`config.mk`:
```
export PLATFORM = sky130hd
export DESIGN_NAME = dbus_bridge_flat
export DESIGN_NICKNAME = d
export VERILOG_FILES = /design/src/rtl/dbus_bridge_if.sv /design/src/rtl/dbus_bridge.sv /design/src/flat_wrapper.sv
export SDC_FILE = /design/constraint.sdc
export NUM_CORES = 1
export LEC_CHECK = 0
export ABC_CLOCK_PERIOD_IN_PS = 6300
export CAP_MARGIN = 20
export CORE_AREA = 2 2 163 165
export CTS_BUF_LIST = sky130_fd_sc_hd__clkbuf_16
export DETAILED_ROUTE_END_ITERATION = 10
export DIE_AREA = 0 0 165 167
export PLACE_DENSITY_LB_ADDON = 0.3
export SLEW_MARGIN = 25
export SYNTH_ARGS = -nofsm -noshare
export SYNTH_HDL_FRONTEND = slang
export SYNTH_SLANG_ARGS = --single-unit
```
`constraint.sdc`:
```
create_clock -name clk -period 6.3 [get_ports clk]
set_clock_uncertainty 0.1 [all_clocks]
set_input_delay 1.26 -clock clk [delete_from_list [all_inputs] [get_ports clk]]
set_output_delay 1.26 -clock clk [all_outputs]
set_load 0.05 [all_outputs]
```
`src/rtl/dbus_bridge_if.sv`:
```
// Signal bundle between the memory stage, the dbus bridge and the single-beat memory bus.
// The master modport is the bridge's view; slave is the view of the stage/bus around it.
interface dbus_bridge_if #(
    parameter int unsigned AW = 64,
    parameter int unsigned DW = 64
);
    logic              dreq_valid;
    logic [AW-1:0]     dreq_addr;
    logic [2:0]        dreq_size;
    logic [DW/8-1:0]   dreq_strobe;
    logic [DW-1:0]     dreq_data;

    logic              dresp_addr_ok;
    logic              dresp_data_ok;
    logic [DW-1:0]     dresp_data;
    logic              bus_err;

    logic              mreq_valid;
    logic              mreq_write;
    logic [AW-1:0]     mreq_addr;
    logic [2:0]        mreq_size;
    logic [DW/8-1:0]   mreq_strobe;
    logic [DW-1:0]     mreq_data;

    logic              mresp_ready;
    logic              mresp_valid;
    logic [DW-1:0]     mresp_data;

    modport master (
        input  dreq_valid, dreq_addr, dreq_size, dreq_strobe, dreq_data,
        input  mresp_ready, mresp_valid, mresp_data,
        output dresp_addr_ok, dresp_data_ok, dresp_data, bus_err,
        output mreq_valid, mreq_write, mreq_addr, mreq_size, mreq_strobe, mreq_data
    );

    modport slave (
        output dreq_valid, dreq_addr, dreq_size, dreq_strobe, dreq_data,
        output mresp_ready, mresp_valid, mresp_data,
        input  dresp_addr_ok, dresp_data_ok, dresp_data, bus_err,
        input  mreq_valid, mreq_write, mreq_addr, mreq_size, mreq_strobe, mreq_data
    );
endinterface

```
`src/rtl/dbus_bridge.sv`:
```
// Runs one memory-stage data-bus request at a time on a single-beat request/response bus,
// with a per-phase stall timeout that aborts the transaction and flags a bus error.
module dbus_bridge #(
    parameter int unsigned AW      = 64,
    parameter int unsigned DW      = 64,
    parameter int unsigned TIMEOUT = 255
) (
    input logic            clk,
    input logic            reset,
    dbus_bridge_if.master  bus
);
    typedef enum logic [1:0] {StIdle, StAddr, StData, StResp} state_e;

    localparam logic [8:0] TimeoutLim = 9'(TIMEOUT);

    state_e            state_q, state_d;
    logic [7:0]        cnt_q, cnt_d;
    logic [AW-1:0]     addr_q;
    logic [2:0]        size_q;
    logic [DW/8-1:0]   strobe_q;
    logic [DW-1:0]     wdata_q;
    logic [DW-1:0]     rdata_q;
    logic              err_q;

    logic              accept;
    logic              timed_out;
    logic              complete;
    logic              abort;
    logic              is_write;

    assign is_write  = |strobe_q;
    assign accept    = (state_q == StIdle) && bus.dreq_valid;
    // The stalled cycle that brings the counter up to TIMEOUT is the last one allowed.
    assign timed_out = ({1'b0, cnt_q} + 9'd1) >= TimeoutLim;
    assign complete  = (state_q == StData) && bus.mresp_valid;
    // A handshake arriving on the timeout cycle takes priority over the abort.
    assign abort     = ((state_q == StAddr) && !bus.mresp_ready && timed_out) ||
                       ((state_q == StData) && !bus.mresp_valid && timed_out);

    always_ff @(posedge clk or negedge reset) begin
        if (!reset) begin
            state_q <= StIdle;
            cnt_q   <= 8'd0;
        end else begin
            state_q <= state_d;
            cnt_q   <= cnt_d;
        end
    end

    always_comb begin
        state_d = state_q;
        cnt_d   = cnt_q;
        unique case (state_q)
            StIdle: begin
                if (bus.dreq_valid) begin
                    state_d = StAddr;
                    cnt_d   = 8'd0;
                end
            end
            StAddr: begin
                if (bus.mresp_ready) begin
                    state_d = StData;
                    cnt_d   = 8'd0;
                end else if (timed_out) begin
                    state_d = StResp;
                end else begin
                    cnt_d = cnt_q + 8'd1;
                end
            end
            StData: begin
                if (bus.mresp_valid || timed_out) begin
                    state_d = StResp;
                end else begin
                    cnt_d = cnt_q + 8'd1;
                end
            end
            StResp: begin
                state_d = StIdle;
            end
            default: state_d = StIdle;
        endcase
    end

    always_comb begin
        bus.mreq_valid    = (state_q == StAddr);
        bus.mreq_write    = is_write;
        bus.mreq_addr     = addr_q;
        bus.mreq_size     = size_q;
        bus.mreq_strobe   = strobe_q;
        bus.mreq_data     = wdata_q;
        bus.dresp_addr_ok = (state_q == StAddr) && bus.mresp_ready;
        bus.dresp_data_ok = (state_q == StResp);
        bus.bus_err       = (state_q == StResp) && err_q;
        bus.dresp_data    = rdata_q;
    end

    always_ff @(posedge clk or negedge reset) begin
        if (!reset) begin
            addr_q   <= '0;
            size_q   <= 3'd0;
            strobe_q <= '0;
            wdata_q  <= '0;
        end else if (accept) begin
            addr_q   <= bus.dreq_addr;
            size_q   <= bus.dreq_size;
            strobe_q <= bus.dreq_strobe;
            wdata_q  <= bus.dreq_data;
        end
    end

    always_ff @(posedge clk or negedge reset) begin
        if (!reset) begin
            rdata_q <= '0;
            err_q   <= 1'b0;
        end else if (complete) begin
            rdata_q <= is_write ? '0 : bus.mresp_data;
            err_q   <= 1'b0;
        end else if (abort) begin
            rdata_q <= '0;
            err_q   <= 1'b1;
        end
    end
endmodule

```
`src/flat_wrapper.sv`:
```
// flat-port wrapper written by rule: the top's interface ports become plain ports
module dbus_bridge_flat 
#(
    parameter int unsigned AW      = 64,
    parameter int unsigned DW      = 64,
    parameter int unsigned TIMEOUT = 255
)
  (clk, reset, bus_dreq_valid, bus_dreq_addr, bus_dreq_size, bus_dreq_strobe, bus_dreq_data, bus_mresp_ready, bus_mresp_valid, bus_mresp_data, bus_dresp_addr_ok, bus_dresp_data_ok, bus_dresp_data, bus_bus_err, bus_mreq_valid, bus_mreq_write, bus_mreq_addr, bus_mreq_size, bus_mreq_strobe, bus_mreq_data);
  dbus_bridge_if #(.AW(AW), .DW(DW)) bus_i ();
  input logic clk;
  input logic reset;
  input wire logic [$bits(bus_i.dreq_valid)-1:0] bus_dreq_valid;
  input wire logic [$bits(bus_i.dreq_addr)-1:0] bus_dreq_addr;
  input wire logic [$bits(bus_i.dreq_size)-1:0] bus_dreq_size;
  input wire logic [$bits(bus_i.dreq_strobe)-1:0] bus_dreq_strobe;
  input wire logic [$bits(bus_i.dreq_data)-1:0] bus_dreq_data;
  input wire logic [$bits(bus_i.mresp_ready)-1:0] bus_mresp_ready;
  input wire logic [$bits(bus_i.mresp_valid)-1:0] bus_mresp_valid;
  input wire logic [$bits(bus_i.mresp_data)-1:0] bus_mresp_data;
  output wire logic [$bits(bus_i.dresp_addr_ok)-1:0] bus_dresp_addr_ok;
  output wire logic [$bits(bus_i.dresp_data_ok)-1:0] bus_dresp_data_ok;
  output wire logic [$bits(bus_i.dresp_data)-1:0] bus_dresp_data;
  output wire logic [$bits(bus_i.bus_err)-1:0] bus_bus_err;
  output wire logic [$bits(bus_i.mreq_valid)-1:0] bus_mreq_valid;
  output wire logic [$bits(bus_i.mreq_write)-1:0] bus_mreq_write;
  output wire logic [$bits(bus_i.mreq_addr)-1:0] bus_mreq_addr;
  output wire logic [$bits(bus_i.mreq_size)-1:0] bus_mreq_size;
  output wire logic [$bits(bus_i.mreq_strobe)-1:0] bus_mreq_strobe;
  output wire logic [$bits(bus_i.mreq_data)-1:0] bus_mreq_data;
  assign bus_i.dreq_valid = bus_dreq_valid;
  assign bus_i.dreq_addr = bus_dreq_addr;
  assign bus_i.dreq_size = bus_dreq_size;
  assign bus_i.dreq_strobe = bus_dreq_strobe;
  assign bus_i.dreq_data = bus_dreq_data;
  assign bus_i.mresp_ready = bus_mresp_ready;
  assign bus_i.mresp_valid = bus_mresp_valid;
  assign bus_i.mresp_data = bus_mresp_data;
  assign bus_dresp_addr_ok = bus_i.dresp_addr_ok;
  assign bus_dresp_data_ok = bus_i.dresp_data_ok;
  assign bus_dresp_data = bus_i.dresp_data;
  assign bus_bus_err = bus_i.bus_err;
  assign bus_mreq_valid = bus_i.mreq_valid;
  assign bus_mreq_write = bus_i.mreq_write;
  assign bus_mreq_addr = bus_i.mreq_addr;
  assign bus_mreq_size = bus_i.mreq_size;
  assign bus_mreq_strobe = bus_i.mreq_strobe;
  assign bus_mreq_data = bus_i.mreq_data;
  dbus_bridge #(.AW(AW), .DW(DW), .TIMEOUT(TIMEOUT)) u_core (.clk(clk), .reset(reset), .bus(bus_i));
endmodule
```
==> metrics.md <==
| Metric | Value |
|---|---|
| Area contributors post-synth | `dfrtp_1 66%, mux2_2 19%, a22o_1 6.9%, ha_1 1.1%, clkbuf_1 1.0%` |
| Wl on met1 | `9.38 mm` |
| Largest net degree at the start of global routing | `111` |
| Top cell by count, worst path | `clkdlybuf4s50_1` |
| Post-Route WL | `23.8 mm` |
| Max Clk Rate | `249 MHz` |
| Final Wtd Congestion | `0.789` |
| Core ar. | `25800 um^2` |
| Clk sink count | `214` |
| WL/cell | `18.4 um` |
| Gate Count Post-Synth | `527` |
| Endpoints failing hold | `0` |
| Worst Path Required | `4940 ps` |
| Fin crit share | `63.7%` |
| Area Growth Syn to Fin | `65.5%` |
| Share of the synthesized area in the top cell type | `65.9%` |
| # H-tree levels | `1` |
| # rows | `59` |
| TritonCTS clock tree | `built` |
| Initial antenna violation count | `0` |
| End-of-flow core utilization | `52.2%` |
| Post-Place Cell Area | `12700 um^2` |
| Crit-path leading delay family | `buffers and inverters` |
| Clock root buffer | `clkbuf_16` |
| Clk_lat worst skew | `530 ps` |
| Yosys reg bits | `214` |
| WL met3 | `2.12 mm` |
| Worst rel slew slack | `41.6%` |
| Ant diodes | `0` |
| Synth warn | `0` |
| Boundary Pins | `416` |
| Crit path buffers/inverters | `2` |
| Design Area, Final | `13500 um^2` |
| Top-count cell post-synth | `dfrtp_1` |
| Total negative slack | `0 ps` |
| Overall Global Routing Usage | `16.6%` |
| Total number of vias | `5947` |
| Grt ovf | `0` |
| Max Slew Vio Count | `0` |
| Cell Chain, Critical Path | `clkdlybuf4s50_1 -> and2_1 -> clkdlybuf4s50_1` |
| RSZ-0062 raised after global routing | `false` |
| Width of the die | `165 um` |
| Hold/Removal Path Class | `flop to flop` |
| Least-Margin Pin Slew | `875 ps` |
| Residual DRC | `0` |
| Top FF cell, synth | `dfrtp_1` |
| Mapped Area | `8130 um^2` |
| Clock transition at path regs | `60 ps` |
| Die height | `167 um` |
| Routed vias/inst | `4.60` |
| Synth area leader | `dfrtp_1` |
| WS Path Type | `input port to primary output` |
| Post-CTS Hold Fix Bufs | `0` |
| Status | `finished clean` |
| Async SR Flop Fraction | `100%` |
| WL met2 | `11.9 mm` |
| Worst Path Arrival | `2650 ps` |
| Buffers added on ports | `415` |
| Slowest cell delay on critical path | `790 ps` |
| PwrDens | `544 nW/um^2` |
| First-pass GRT wire length | `35.8 mm` |
| # setup viols final | `0` |
| Max_cap viols | `0` |
| Hpwl dp | `17.2 mm` |
| Seq/Total Area, Yosys | `65.9%` |
| Critical path launch point type | `input port` |
| Syn Nets | `742` |
| Fillers | `2227` |
| Vias in the first global route | `6171` |
| Top sig layer | `met4` |
| Tmin final | `4010 ps` |
| Max Root-Sink Buffers | `3` |
| Post-synth EDFFs | `0` |
| Slowest CP cell | `clkdlybuf4s50_1` |
| Starting Density | `31.5%` |
| Post-route ant nets | `0` |
| # nets final | `1158` |
| Maximum net fanout on the critical path | `2` |
| Setup bufs post-CTS | `0` |
| TritonCTS buffer count | `25` |
| Iteration-0 DRC Markers | `398` |
| VDD IR max | `387 uV` |
| Ratio of cells with drive above 1 in the final layout | `18.9%` |
| Die area | `27600 um^2` |
| Yosys cell types | `35` |
| Leak | `5.73 nW` |
| Synth top cells by count | `214 x dfrtp_1, 140 x mux2_2, 64 x a22o_1` |
| # resized after CTS | `0` |
| Crit end category | `primary output` |
| Average cell area after synthesis | `15.4 um^2` |
| DRT Pass-1 Iters | `4` |
flip-flops by register name, summed over array words and instances, names as in the netlist:
| name | cells |
|---|---|
| u_core.bus.dresp_data | 64 |
| u_core.bus.mreq_addr | 64 |
| u_core.bus.mreq_data | 64 |
| u_core.bus.mreq_strobe | 8 |
| u_core.cnt_q | 8 |
| u_core.bus.mreq_size | 3 |
| u_core.state_q | 2 |
| u_core.err_q | 1 |
worst register-to-register path: stages (launching register included):
cell	delay (ps)
dfrtp_1	410
inv_1	100
ha_1	320
nand2b_1	60
and3_1	180
o31ai_2	320
a21oi_2	210
nor2_4	690
buf_4	480
a22o_1	240
worst paths after layout:
kind,depth (start not counted),slack [ps],start,to
max,3,2290,bus_mresp_ready,bus_dresp_addr_ok
min,1,390,u_core.err_q,u_core.err_q
max reg2reg,9,3120,u_core.cnt_q[0],u_core.bus.dresp_data[57]
min reg2reg,1,390,u_core.err_q,u_core.err_q
max in group asynchronous,2,4290,reset,u_core.bus.mreq_data[16]
min in group asynchronous,1,700,reset,u_core.bus.mreq_addr[0]
routing by layer:
layer	GRT usage [%]	up-vias
met5	0	-
met4	3.93	0
met3	5.26	25
met2	28.8	235
met1	20.1	2921
li1	-	2766
cells in the final DEF (no fill, tap or decap), types with 7 or more instances in the layout:
| cell | synthesis | routed |
|---|---|---|
| dfrtp_1 | 214 | 214 |
| o21ai_0 | 8 | 8 |
| mux2_2 | 140 | 140 |
| clkdlybuf4s50_1 | 0 | 414 |
| ha_1 | 7 | 7 |
| clkinv_1 | 0 | 7 |
| clkbuf_16 | 0 | 25 |
| inv_1 | 6 | 12 |
| nor2_1 | 8 | 7 |
| a22o_1 | 64 | 64 |
power by group:
group | internal (mW) | switching [mW]
registers | 1.86 | 0.248
clock network | 0.840 | 0.566
logic | 1.41 | 2.39
total | 4.11 | 3.21
kinds of logic after synthesis:
group | share of synthesized area (%)
muxes | 19.5
and+or+nand+nor | 2.59
DFF | 65.9
buffers and inverters | 1.77
adders and majority gates | 1.08
AOI/OAI and AO/OA | 9.16
area by class of cell:
cell class                 count  area (um^2)  area share [%]
timing repair buffer         419         4210            31.3
inverter                       6         22.5           0.167
multi-input combinational    277         2650            19.7
sequential                   214         5360            39.8
clock buffer                  25          626            4.65
tap                          335          419            3.12
clock inverter                18          166            1.24
per-stage QoR:
step / instances / hold slack, ps / power, mW / worst slack [ps]
floorplan: 527 / 343 / 4.57 / 3270
global placement: 1251 / 368 / 5.92 / 2290
finish: 1294 / 388 / 7.32 / 2290
detailed placement: 1251 / 371 / 5.96 / 2290
CTS: 1294 / 384 / 7.41 / 2290
global route: 1294 / 411 / 7.64 / 2250
Note: power is estimated with default switching activity, not from simulation.
